$ cat config.mk
export PLATFORM = sky130hd
export DESIGN_NAME = parity_serial_tx
export DESIGN_NICKNAME = d
export VERILOG_FILES = /design/src/rtl/parity_serial_tx.sv
export SDC_FILE = /design/constraint.sdc
export NUM_CORES = 1
export LEC_CHECK = 0
export ABC_AREA = 1
export ABC_CLOCK_PERIOD_IN_PS = 1820
export BUFFER_PORTS_ARGS = -buffer_cell sky130_fd_sc_hd__clkbuf_2
export CORE_ASPECT_RATIO = 0.7
export CORE_MARGIN = 2
export CORE_UTILIZATION = 50
export DETAILED_ROUTE_END_ITERATION = 6
export PLACE_DENSITY = 0.74
export SLEW_MARGIN = 10
export SYNTH_ARGS = -nofsm -noshare
export SYNTH_HDL_FRONTEND = slang
export SYNTH_SLANG_ARGS = --single-unit
$ cat constraint.sdc
create_clock -name clk -period 1.82 [get_ports clk]
set_clock_uncertainty 0.2 [all_clocks]
set_input_delay 0.182 -clock clk [delete_from_list [all_inputs] [get_ports clk]]
set_output_delay 0.182 -clock clk [all_outputs]
set_load 0.1 [all_outputs]
$ cat src/rtl/parity_serial_tx.sv
// ============================================================================
// Module      : parity_serial_tx
// Description : Serial frame transmitter: start, 8 data bits LSB first,
//               parity, stop. Each bit held CLKS_PER_BIT cycles.
// Revision    : 1.0 - initial release
// ============================================================================
`default_nettype none

module parity_serial_tx #(
  parameter int CLKS_PER_BIT = 4,
  parameter int PARITY_ODD   = 0
) (
  input  logic       clk,
  input  logic       rst,
  input  logic [7:0] data_in,
  input  logic       valid_in,
  output logic       ready_out,
  output logic       tx,
  output logic       busy,
  output logic       done
);

  localparam int            CW     = $clog2(CLKS_PER_BIT) + 1;
  localparam logic [CW-1:0] C_LAST = CW'(CLKS_PER_BIT - 1);
  localparam logic          C_ODD  = (PARITY_ODD != 0);

  typedef enum logic [2:0] {
    S_IDLE   = 3'd0,
    S_START  = 3'd1,
    S_DATA   = 3'd2,
    S_PARITY = 3'd3,
    S_STOP   = 3'd4
  } state_t;

  state_t        state_q, state_d;
  logic [CW-1:0] cnt_q, cnt_d;
  logic [2:0]    idx_q, idx_d;
  logic [7:0]    shreg_q, shreg_d;
  logic          par_q, par_d;
  logic          tx_q, tx_d;
  logic          ready_q, ready_d;
  logic          busy_q, busy_d;
  logic          done_q, done_d;
  logic          bit_end;

  assign bit_end = (cnt_q == C_LAST);

  always_comb begin
    state_d = state_q;
    cnt_d   = cnt_q;
    idx_d   = idx_q;
    shreg_d = shreg_q;
    par_d   = par_q;

    case (state_q)
      S_IDLE: begin
        if (valid_in && ready_q) begin
          shreg_d = data_in;
          par_d   = (^data_in) ^ C_ODD;
          cnt_d   = '0;
          state_d = S_START;
        end
      end
      S_START: begin
        if (bit_end) begin
          cnt_d   = '0;
          idx_d   = 3'd0;
          state_d = S_DATA;
        end else begin
          cnt_d = cnt_q + 1'b1;
        end
      end
      S_DATA: begin
        if (bit_end) begin
          cnt_d   = '0;
          shreg_d = {1'b0, shreg_q[7:1]};
          // Index saturates at 7; leaving DATA is decided on the last bit.
          if (idx_q == 3'd7) begin
            state_d = S_PARITY;
          end else begin
            idx_d = idx_q + 3'd1;
          end
        end else begin
          cnt_d = cnt_q + 1'b1;
        end
      end
      S_PARITY: begin
        if (bit_end) begin
          cnt_d   = '0;
          state_d = S_STOP;
        end else begin
          cnt_d = cnt_q + 1'b1;
        end
      end
      S_STOP: begin
        if (bit_end) begin
          cnt_d   = '0;
          state_d = S_IDLE;
        end else begin
          cnt_d = cnt_q + 1'b1;
        end
      end
      default: begin
        cnt_d   = '0;
        state_d = S_IDLE;
      end
    endcase

    // Outputs are derived from the next state so they register alongside it.
    case (state_d)
      S_START:  tx_d = 1'b0;
      S_DATA:   tx_d = shreg_d[0];
      S_PARITY: tx_d = par_d;
      default:  tx_d = 1'b1;
    endcase
    ready_d = (state_d == S_IDLE);
    busy_d  = (state_d != S_IDLE);
    done_d  = (state_q == S_STOP) && (state_d == S_IDLE);
  end

  always_ff @(posedge clk or posedge rst) begin
    if (rst) begin
      state_q <= S_IDLE;
      cnt_q   <= '0;
      idx_q   <= '0;
      shreg_q <= '0;
      par_q   <= 1'b0;
      tx_q    <= 1'b1;
      ready_q <= 1'b1;
      busy_q  <= 1'b0;
      done_q  <= 1'b0;
    end else begin
      state_q <= state_d;
      cnt_q   <= cnt_d;
      idx_q   <= idx_d;
      shreg_q <= shreg_d;
      par_q   <= par_d;
      tx_q    <= tx_d;
      ready_q <= ready_d;
      busy_q  <= busy_d;
      done_q  <= done_d;
    end
  end

  assign ready_out = ready_q;
  assign tx        = tx_q;
  assign busy      = busy_q;
  assign done      = done_q;

endmodule

`default_nettype wire

Word level (Yosys, flattened, before mapping)

Index checks and enable logic that the tools add are counted.

Bits of input ports: 11
Output and inout bits: 4
Register bits after elaboration: 22

Add/subtract/negate cells: 2
Muxes and demuxes: 20
Eq/ne operators: 13
Reduce and logical (&&, ||, !) cells: 11

Operators by type and width:

| kind                                                | count |
|---|---|
| 2-to-1 mux 3 bit                                    | 11 |
| 2-to-1 mux 8 bit                                    | 2 |
| case mux 8 bit (2 select lines)                     | 1 |
| equality test 3 x 2 -> 1 bit, second input constant | 5 |
| case mux 3 bit (5 select lines)                     | 1 |
| case mux 3 bit (2 select lines)                     | 2 |
| inequality test 2 bit, second input constant        | 4 |
| XOR reduction 8 bit                                 | 1 |
| adder 3 x 1 -> 3 bit, second input constant         | 2 |
| equality test 3 x 1 -> 1 bit, second input constant | 2 |
| equality test 3 bit, second input constant          | 2 |
| logical NOT 3 bit                                   | 2 |
| AND reduction 4 bit                                 | 1 |
| nonzero test 2 bit                                  | 2 |
| OR reduction 4 bit                                  | 1 |
| case mux 1 bit (3 select lines)                     | 1 |
| AND reduction 3 bit                                 | 1 |
| nonzero test 3 bit                                  | 1 |
| logical AND 1 bit                                   | 2 |
| 2-to-1 mux 1 bit                                    | 2 |

Logic depth before layout (Yosys ltp)

Gate-level depths: netlist (run 1).

Depth after elaboration: 6
Gate-level depth with buffers: 11

Worst setup path before layout (run 1)

Ideal clock, no wire load.

Kind: flip-flop to flip-flop
Start: register ready_q, in the netlist ready_out
End: register tx_q, in the netlist tx
Arrival time: 1,639 ps
Path slack: -102 ps
Required time: 1,537 ps
Path buffers: 0
Clock period less this slack: 1,922 ps
Cell stages (with the launch flop): 8
Cells stage by stage: dfstp_2 nand2_1 nor2_4 nor2_4 nand2_4 nand3_2 nand3_1 nand3_1

Elaborated cells on any way between the ends: 11

RTL lines:

| what                            | line | text |
|---|---|---|
| start, declared                 | 41   | `logic ready_q, ready_d;` |
| start signal, assigned          | 139  | `ready_q <= ready_d;` |
| logical AND 1 bit               | 57   | `if (valid_in && ready_q) begin` |
| 2-to-1 mux 8 bit                | 57   |  |
| case mux 8 bit (2 select lines) | 55   | `case (state_q)` |
| net shreg_d[0]                  | 38   | `logic [7:0] shreg_q, shreg_d;` |
| case mux 1 bit (3 select lines) | 110  | `case (state_d)` |
| net tx_d                        | 40   | `logic tx_q, tx_d;` |
| end signal, assigned            | 138  | `tx_q <= tx_d;` |
| end, declared                   | 40   |  |

The timed path passes the listed nets, and every way through them passes these cells. The select of a mux whose other input is x is not followed.
A chain may end at the register's enable or synchronous reset.

Worst setup path after layout (run 1)

Start: register cnt_q[0]
End: register done_q, in the netlist done

Longest elaborated chain between the ends: 5
Elaborated cells on any way between the ends: 8

Ends and longest elaborated chain:

| what                                       | line | text |
|---|---|---|
| start, declared                            | 36   | `logic [CW-1:0] cnt_q, cnt_d;` |
| start signal, assigned                     | 134  | `cnt_q <= cnt_d;` |
| equality test 3 x 2 -> 1 bit (*)           | 46   | `assign bit_end = (cnt_q == C_LAST);` |
| 2-to-1 mux 3 bit, on equally long branches | -    |  |
| case mux 3 bit (5 select lines) (*)        | 55   |  |
| logical NOT 3 bit (*)                      | -    |  |
| net ready_d                                | 41   |  |
| logical AND 1 bit (*)                      | 118  | `done_d = (state_q == S_STOP) && (state_d == S_IDLE);` |
| net done_d                                 | 43   | `logic done_q, done_d;` |
| end signal, assigned                       | 141  | `done_q <= done_d;` |
| end, declared                              | 43   |  |

Mark *: on every way through the listed nets, which the timed path passes. The rest lies on a longest branch.

==> flow_summary.toml, run 1 <==
[power]
power.total_mw = 1.418
swShare_pct = 39.57
seqPwrFrac_pct = 43.2
ir_drop_uv = 552.6
internal_power_mw = 0.8565
p_switching_mw = 0.5610
power_frac_comb_pct = 38.1
power_density_nw_per_um2 = 928.6
leakage_nw = 0.7987
power.share.clock_pct = 18.8

[worst_setup_path]
reg2reg_setup_slack_ps = 140
cp_cell_sequence = "ha_1, nand2_2, inv_2, nand3_4, nor2_4, nor2_4, nand2_2, nor2_4, inv_2, nor2_2"
worst-setup-path-type = "flip-flop to flip-flop"
crit_arrival_ps = 1730
path_buf_inv = 2
slowest_delay_ps = 420
cp-start-kind = "flip-flop"
r2r-start = "cnt_q[0]"
cpMostUsedCell = "nor2_4"
path_depth = 10
path_max_fanout = 5
reg2reg_to = "done"
cp-end-kind = "flip-flop"
reg2reg_depth = 10
cp_data_required_time_ps = 1880
cpMaxStageDelayCell = "dfrtp_1"
crit_family = "simple AND/OR/NAND/NOR gates"

[cts]
ctsRootBufferMaster = "clkbuf_4"
cts_buffers = 3
worst_skew_pair.late_latency_ps = 310
cts_buffer_depth = 2
clock-sinks = 22
cts.clk_slew.worst_paths_ps = 110
cts_tree = "yes"
htree_levels = 1

[grt]
gr-total-overflow = 0
antenna_found_initial = 0
grtUsageTotal_pct = 20.04
grt_pass1_wl_mm = 4.284
grt_pass1_vias = 978
grt_max_degree = 23

[hold_path]
min_to = "shreg_q[3]"
whs_path_depth = 3
worstHoldStart = "data_in[3]"
hp-class = "input pin to flip-flop"

[timing]
setup_ws_ps = 143.8
max_freq_ghz = 0.5966
worst_pin_slew_ps = 540.5
final.setup.tns_ps = 0
slew_violations = 0
max_slew_margin_pct = 64.12
fin_crit_ps = 1676
setup_viol = 0
finalCritPeriodShare_pct = 92.10
rsz0062_at_grt = "no"
whs_ps = 12.19
final-hold-violation-count = 0

[floorplan]
die_h_um = 46.02
ios = 15
rows = 15
die_x_um = 64.03
die_area_um2 = 2947
start_util_pct = 52.09
fp.coreArea_um2 = 2421

[logic_synthesis]
async_reset_ff_share_pct = 100.0
synth.most_common_cell = "nand2_1"
synth_cell_types = 25
synth_warnings = 0
netlist_top_cells_area = "dfrtp_1 (40%), nand2_1 (14%), inv_1 (6.8%)"
synth_edf_count = 0
synth_seq_cells = 22
netlist_area_um2 = 1261
syn_nets = 169
yosysSeqAreaShare_pct = 43.85
postSynthCellCount = 155
synth_top_area_share_pct = 39.68
synth_flop_cell = "dfrtp_1"
yosysTopAreaCell = "dfrtp_1"
syn_area_per_cell_um2 = 8.137
synth_common_cells = "nand2_1 (48), inv_1 (23), dfrtp_1 (20)"

[placed_design]
port_buffers = 14
dp_cells = 204
dp_slack_ps = 62.26
dpl.hpwl_mm = 1.958
dpl_cell_area_um2 = 1388
gp_congestion = 0.8646

[cells_and_area]
final_cells = 217
area_growth_pct = 21.03
drive_gt1_share_pct = 25.14
fin_nets = 198
multi_input_area_um2 = 618.1
fin_util_pct = 63.05
stdcell_area_um2 = 1526
ff_latch_area_um2 = 556.8
antennaDiodeCount = 0
fillers = 198

[routing]
drt-initial-drc-count = 67
vias_per_cell = 4.912
wl_mm = 2.581
ant_nets = 0
first_pass_iters = 5
num_vias = 1066
wire_per_inst_um = 11.89
drc = 0

[run]
maxCapViolations = 0

[run_status]
status = "finished clean"
==> cell usage in the layout, fill, tap and decap left out, drive strengths merged <==
cell         netlist  layout
nand2             55      55
clkbuf             0      17
nor2              16      16
o221ai             3       3
inv               28      28
nand3              9       9
o22ai              1       1
xnor2              1       1
dfrtp             20      20
dlygate4sd3        0       8
a21boi             1       1
o31ai              1       1
o21ai              6       6
a32o               3       3
or2                1       1
a22oi              3       3
dfstp              2       2
ha                 3       3
nor3               1       1
buf                0       3
nand4              1       1
==> metal layers <==
metal | wire, um | GRT usage [%] | up-vias | part of all wire (%)
li1 | - | - | 554 | -
met1 | 1231 | 26.68 | 477 | 48
met2 | 1149 | 31.46 | 30 | 45
met3 | 154 | 4.950 | 5 | 6.0
met4 | 46 | 9.130 | 0 | 1.8
met5 | 0 | 0 | - | 0
==> registers in the layout, indices dropped and copies added, names as in the netlist <==
register,cells
busy,1
cnt_q,3
done,1
idx_q,3
par_q,1
ready_out,1
shreg_q,8
state_q,3
tx,1
==> area by class of cell <==
cell class | instances | area share (%)
repair buffers | 24 | 10.98
multi-input cells | 105 | 40.49
flip-flops and latches | 22 | 36.48
well taps | 34 | 2.787
clock buffers | 4 | 2.377
inverters | 28 | 6.885
==> what timing repair did <==
item / 4_1_cts / 5_1_grt
resized for setup: 0 / 3
setup buffers: 0 / 1
hold endpoints to repair: 28 / 1
endpoints found under the setup margin: 0 / 3
hold buffers: 7 / 1
==> worst min-delay path, stage by stage <==
cell	delay (ps)
clkbuf_2	100
inv_1	70
o221ai_1	120
==> how the worst max path moves through the flow <==
stage            endpoint      start  slack [ps]
2_1_floorplan          tx  ready_out          50
3_3_place_gp         done   cnt_q[0]          90
3_5_place_dp         done   cnt_q[0]          60
4_1_cts              done   cnt_q[0]          20
5_1_grt        shreg_q[2]   cnt_q[0]          10
6_report             done   cnt_q[0]         140
==> kinds of logic (layout without fill, tap and decap cells) <==
kind of cell / after synthesis / in the layout / share of synthesized area (%)
simple gates: 83 / 83 / 33.83
flops: 22 / 22 / 43.85
compound gates: 18 / 18 / 10.32
fa+ha+maj: 3 / 3 / 2.977
xor+xnor: 1 / 1 / 0.6946
buf+inv: 28 / 56 / 8.333
==> power by group through the flow <==
stage / clock [mW] / combinational [mW] / sequential [mW]
2_1_floorplan: 0 / 0.297 / 0.726
3_3_place_gp: 0 / 0.496 / 0.618
3_5_place_dp: 0 / 0.514 / 0.621
4_1_cts: 0.275 / 0.527 / 0.611
5_1_grt: 0.299 / 0.596 / 0.619
6_report: 0.266 / 0.539 / 0.612
(Power assumes the default switching activity.)
==> inputs of run 2 (changes only) <==
- ABC_AREA: 1 -> default
- CORE_ASPECT_RATIO: 0.7 -> default
- PLACE_DENSITY: 0.74 -> 0.75
==> run 2 against run 1 <==
  * The flow now finishes with violations (negative setup slack)
  * Core utilization up 6.0 points
  * Critical endpoint is now busy
  * Critical path depth decreased by 6
  * Count of clock-buffer cells in the layout unchanged
  * Largest cell class unchanged
  * Worst setup slack worse by 150 ps
  * First-iteration DRC count is 61% lower
  * Via count down 13%
  * Hold slack better by 36 ps
==> flow_summary.toml, run 2 <==
[floorplan]
die_x_um = 51.62
fp.coreArea_um2 = 2170
die_area_um2 = 2664
start_util_pct = 52.25
ios = 15
rows = 17
die_h_um = 51.62

[placed_design]
dpl.hpwl_mm = 1.595
dpl_cell_area_um2 = 1354
dp_slack_ps = 7.439
dp_cells = 154
gp_congestion = 0.7904
port_buffers = 14

[logic_synthesis]
synth_warnings = 0
postSynthCellCount = 104
yosysTopAreaCell = "dfrtp_1"
synth_flop_cell = "dfrtp_1"
synth-simple-area-share_pct = 19.98
synth_compound_area_share_pct = 17.55
netlist_area_um2 = 1134
syn_area_per_cell_um2 = 10.90
syn_nets = 118
synth_fa_ha_area_share_pct = 3.311
synth_mux_area_share_pct = 0.9934
synth_top_family_by_area = "simple AND/OR/NAND/NOR gates"
synth_top_area_share_pct = 44.15
synth_seq_cells = 22
yosysSeqAreaShare_pct = 48.79
synth_common_cells = "dfrtp_1 (20), nand2_1 (16), a22oi_1 (7), xnor2_1 (7), a22o_1 (6)"
async_reset_ff_share_pct = 100.0
synth_edf_count = 0
netlist_top_cells_area = "dfrtp_1 (44%), xnor2_1 (5.4%), nand2_1 (5.3%)"
synth-xor-area-share_pct = 6.954
synth.most_common_cell = "dfrtp_1"
synth_cell_types = 34

[routing]
drt-initial-drc-count = 26
wl_mm = 2.468
wire_per_inst_um = 14.69
num_vias = 931
vias_per_cell = 5.542
ant_nets = 0
first_pass_iters = 4
drc = 0

[timing]
max_freq_ghz = 0.5476
rsz0062_at_grt = "yes"
slew_violations = 0
final-hold-violation-count = 0
max_slew_margin_pct = 64.24
finalCritPeriodShare_pct = 100.3
whs_ps = 48.09
setup_viol = 1
final.setup.tns_ps = -6.015
setup_ws_ps = -6.015
fin_crit_ps = 1826
worst_pin_slew_ps = 538.7

[cells_and_area]
area_growth_pct = 32.23
multi_input_area_um2 = 599.3
fillers = 179
antennaDiodeCount = 0
fin_nets = 155
largest_register_ffs = 8
ff_latch_area_um2 = 556.8
stdcell_area_um2 = 1499
final_common_cell = "dfrtp_1"
fin_util_pct = 69.09
drive_gt1_share_pct = 33.57
top_register = "shreg_q"
final_cell_mix = "dfrtp_1 (20), nand2_1 (15), clkbuf_2 (13), buf_4 (13), dlygate4sd3_1 (9)"
final_cells = 168

[cts]
worst_skew_pair.late_latency_ps = 310
htree_levels = 1
cts_buffer_depth = 2
clock-sinks = 22
cts_tree = "yes"
ctsRootBufferMaster = "clkbuf_4"
cts_buffers = 3
cts.clk_slew.worst_paths_ps = 110

[worst_setup_path]
crit_arrival_ps = 1830
path_max_fanout = 9
cp-start-kind = "flip-flop"
cp-end-kind = "flip-flop"
cp_data_required_time_ps = 1820
worst-setup-path-type = "flip-flop to flip-flop"

[run]
maxCapViolations = 0

[grt]
grt_pass1_wl_mm = 4.278
antenna_found_initial = 0
grt_max_degree = 23
grtUsageTotal_pct = 22.22
grt_pass1_vias = 973
gr-total-overflow = 0

[power]
leakage_nw = 0.6933
power_density_nw_per_um2 = 1695
ir_drop_uv = 1298
power.total_mw = 2.540

[run_status]
status = "finished, violations left"
violations = "negative setup slack"

[hold_path]
hp-class = "input pin to flip-flop"
-- run 2: cell count changes after synthesis, sizes merged, moves of 2 or more --
cell / delta
nor4: +2
xor2: +2
nor2b: +4
inv: -26
a22oi: +4
buf: +4
a32o: -3
o21ai: -3
o221ai: -3
nand3: -7
nand2: -38
nor2: -9
a22o: +6
xnor2: +6
-- run 2: final timing paths --
path | start | end | slack, ps | cells after the start
setup / recovery | state_q[0] | busy | -6 | 4
hold / removal | valid_in | cnt_q[0] | 50 | 4
setup reg to reg | state_q[0] | busy | -6 | 4
hold reg to reg | shreg_q[5] | shreg_q[5] | 290 | 2
max in group asynchronous | rst | ready_out | 920 | 4
min in group asynchronous | rst | shreg_q[2] | 220 | 4
-- run 2: timing repair --
item / CTS / global route
endpoints found under the setup margin: 1 / 10
setup buffers: 0 / 1
pin swaps: 0 / 1
gates resized for setup: 0 / 2
hold buffers: 9 / 0
endpoints found under the hold margin: 30 / 0
-- run 2: logic make-up (layout without fill, tap and decap cells) --
group                    after synthesis  count (layout)
flip-flops                            22              22
buffers and inverters                  6              42
adder cells (fa/ha/maj)                3               3
AO/OA/AOI/OAI                         24              24
multiplexers                           1               1
XOR/XNOR                               9               9
AND/OR/NAND/NOR                       39              39
-- run 2: worst max-delay path, stage by stage (launching register included) --
cell,delay (ps)
dfrtp_1,600
nor4_4,90
buf_4,170
a221o_4,360
or3_1,310
-- run 2: cell type report --
| cell class | instances | share of cell area [%] |
|---|---|---|
| timing repair buffer | 36 | 17.61 |
| clock buffer | 4 | 2.421 |
| inverter | 2 | 0.5008 |
| tap | 28 | 2.337 |
| multi-input combinational | 76 | 39.98 |
| sequential | 22 | 37.15 |
-- run 2: power breakdown --
part | leakage [nW] | switching [mW] | total [mW] | internal [mW]
Sequential | 0.272 | 0.178 | 0.900 | 0.722
Combinational | 0.400 | 0.788 | 1.37 | 0.583
Clock | 0.0210 | 0.147 | 0.270 | 0.122
Total | 0.693 | 1.11 | 2.54 | 1.43
-- run 2: metal layers --
layer,track usage (%),share of wire (%)
met1,28.11,46
met2,35.90,49
met3,3.736,3.2
met4,12.72,2.1
met5,0,0
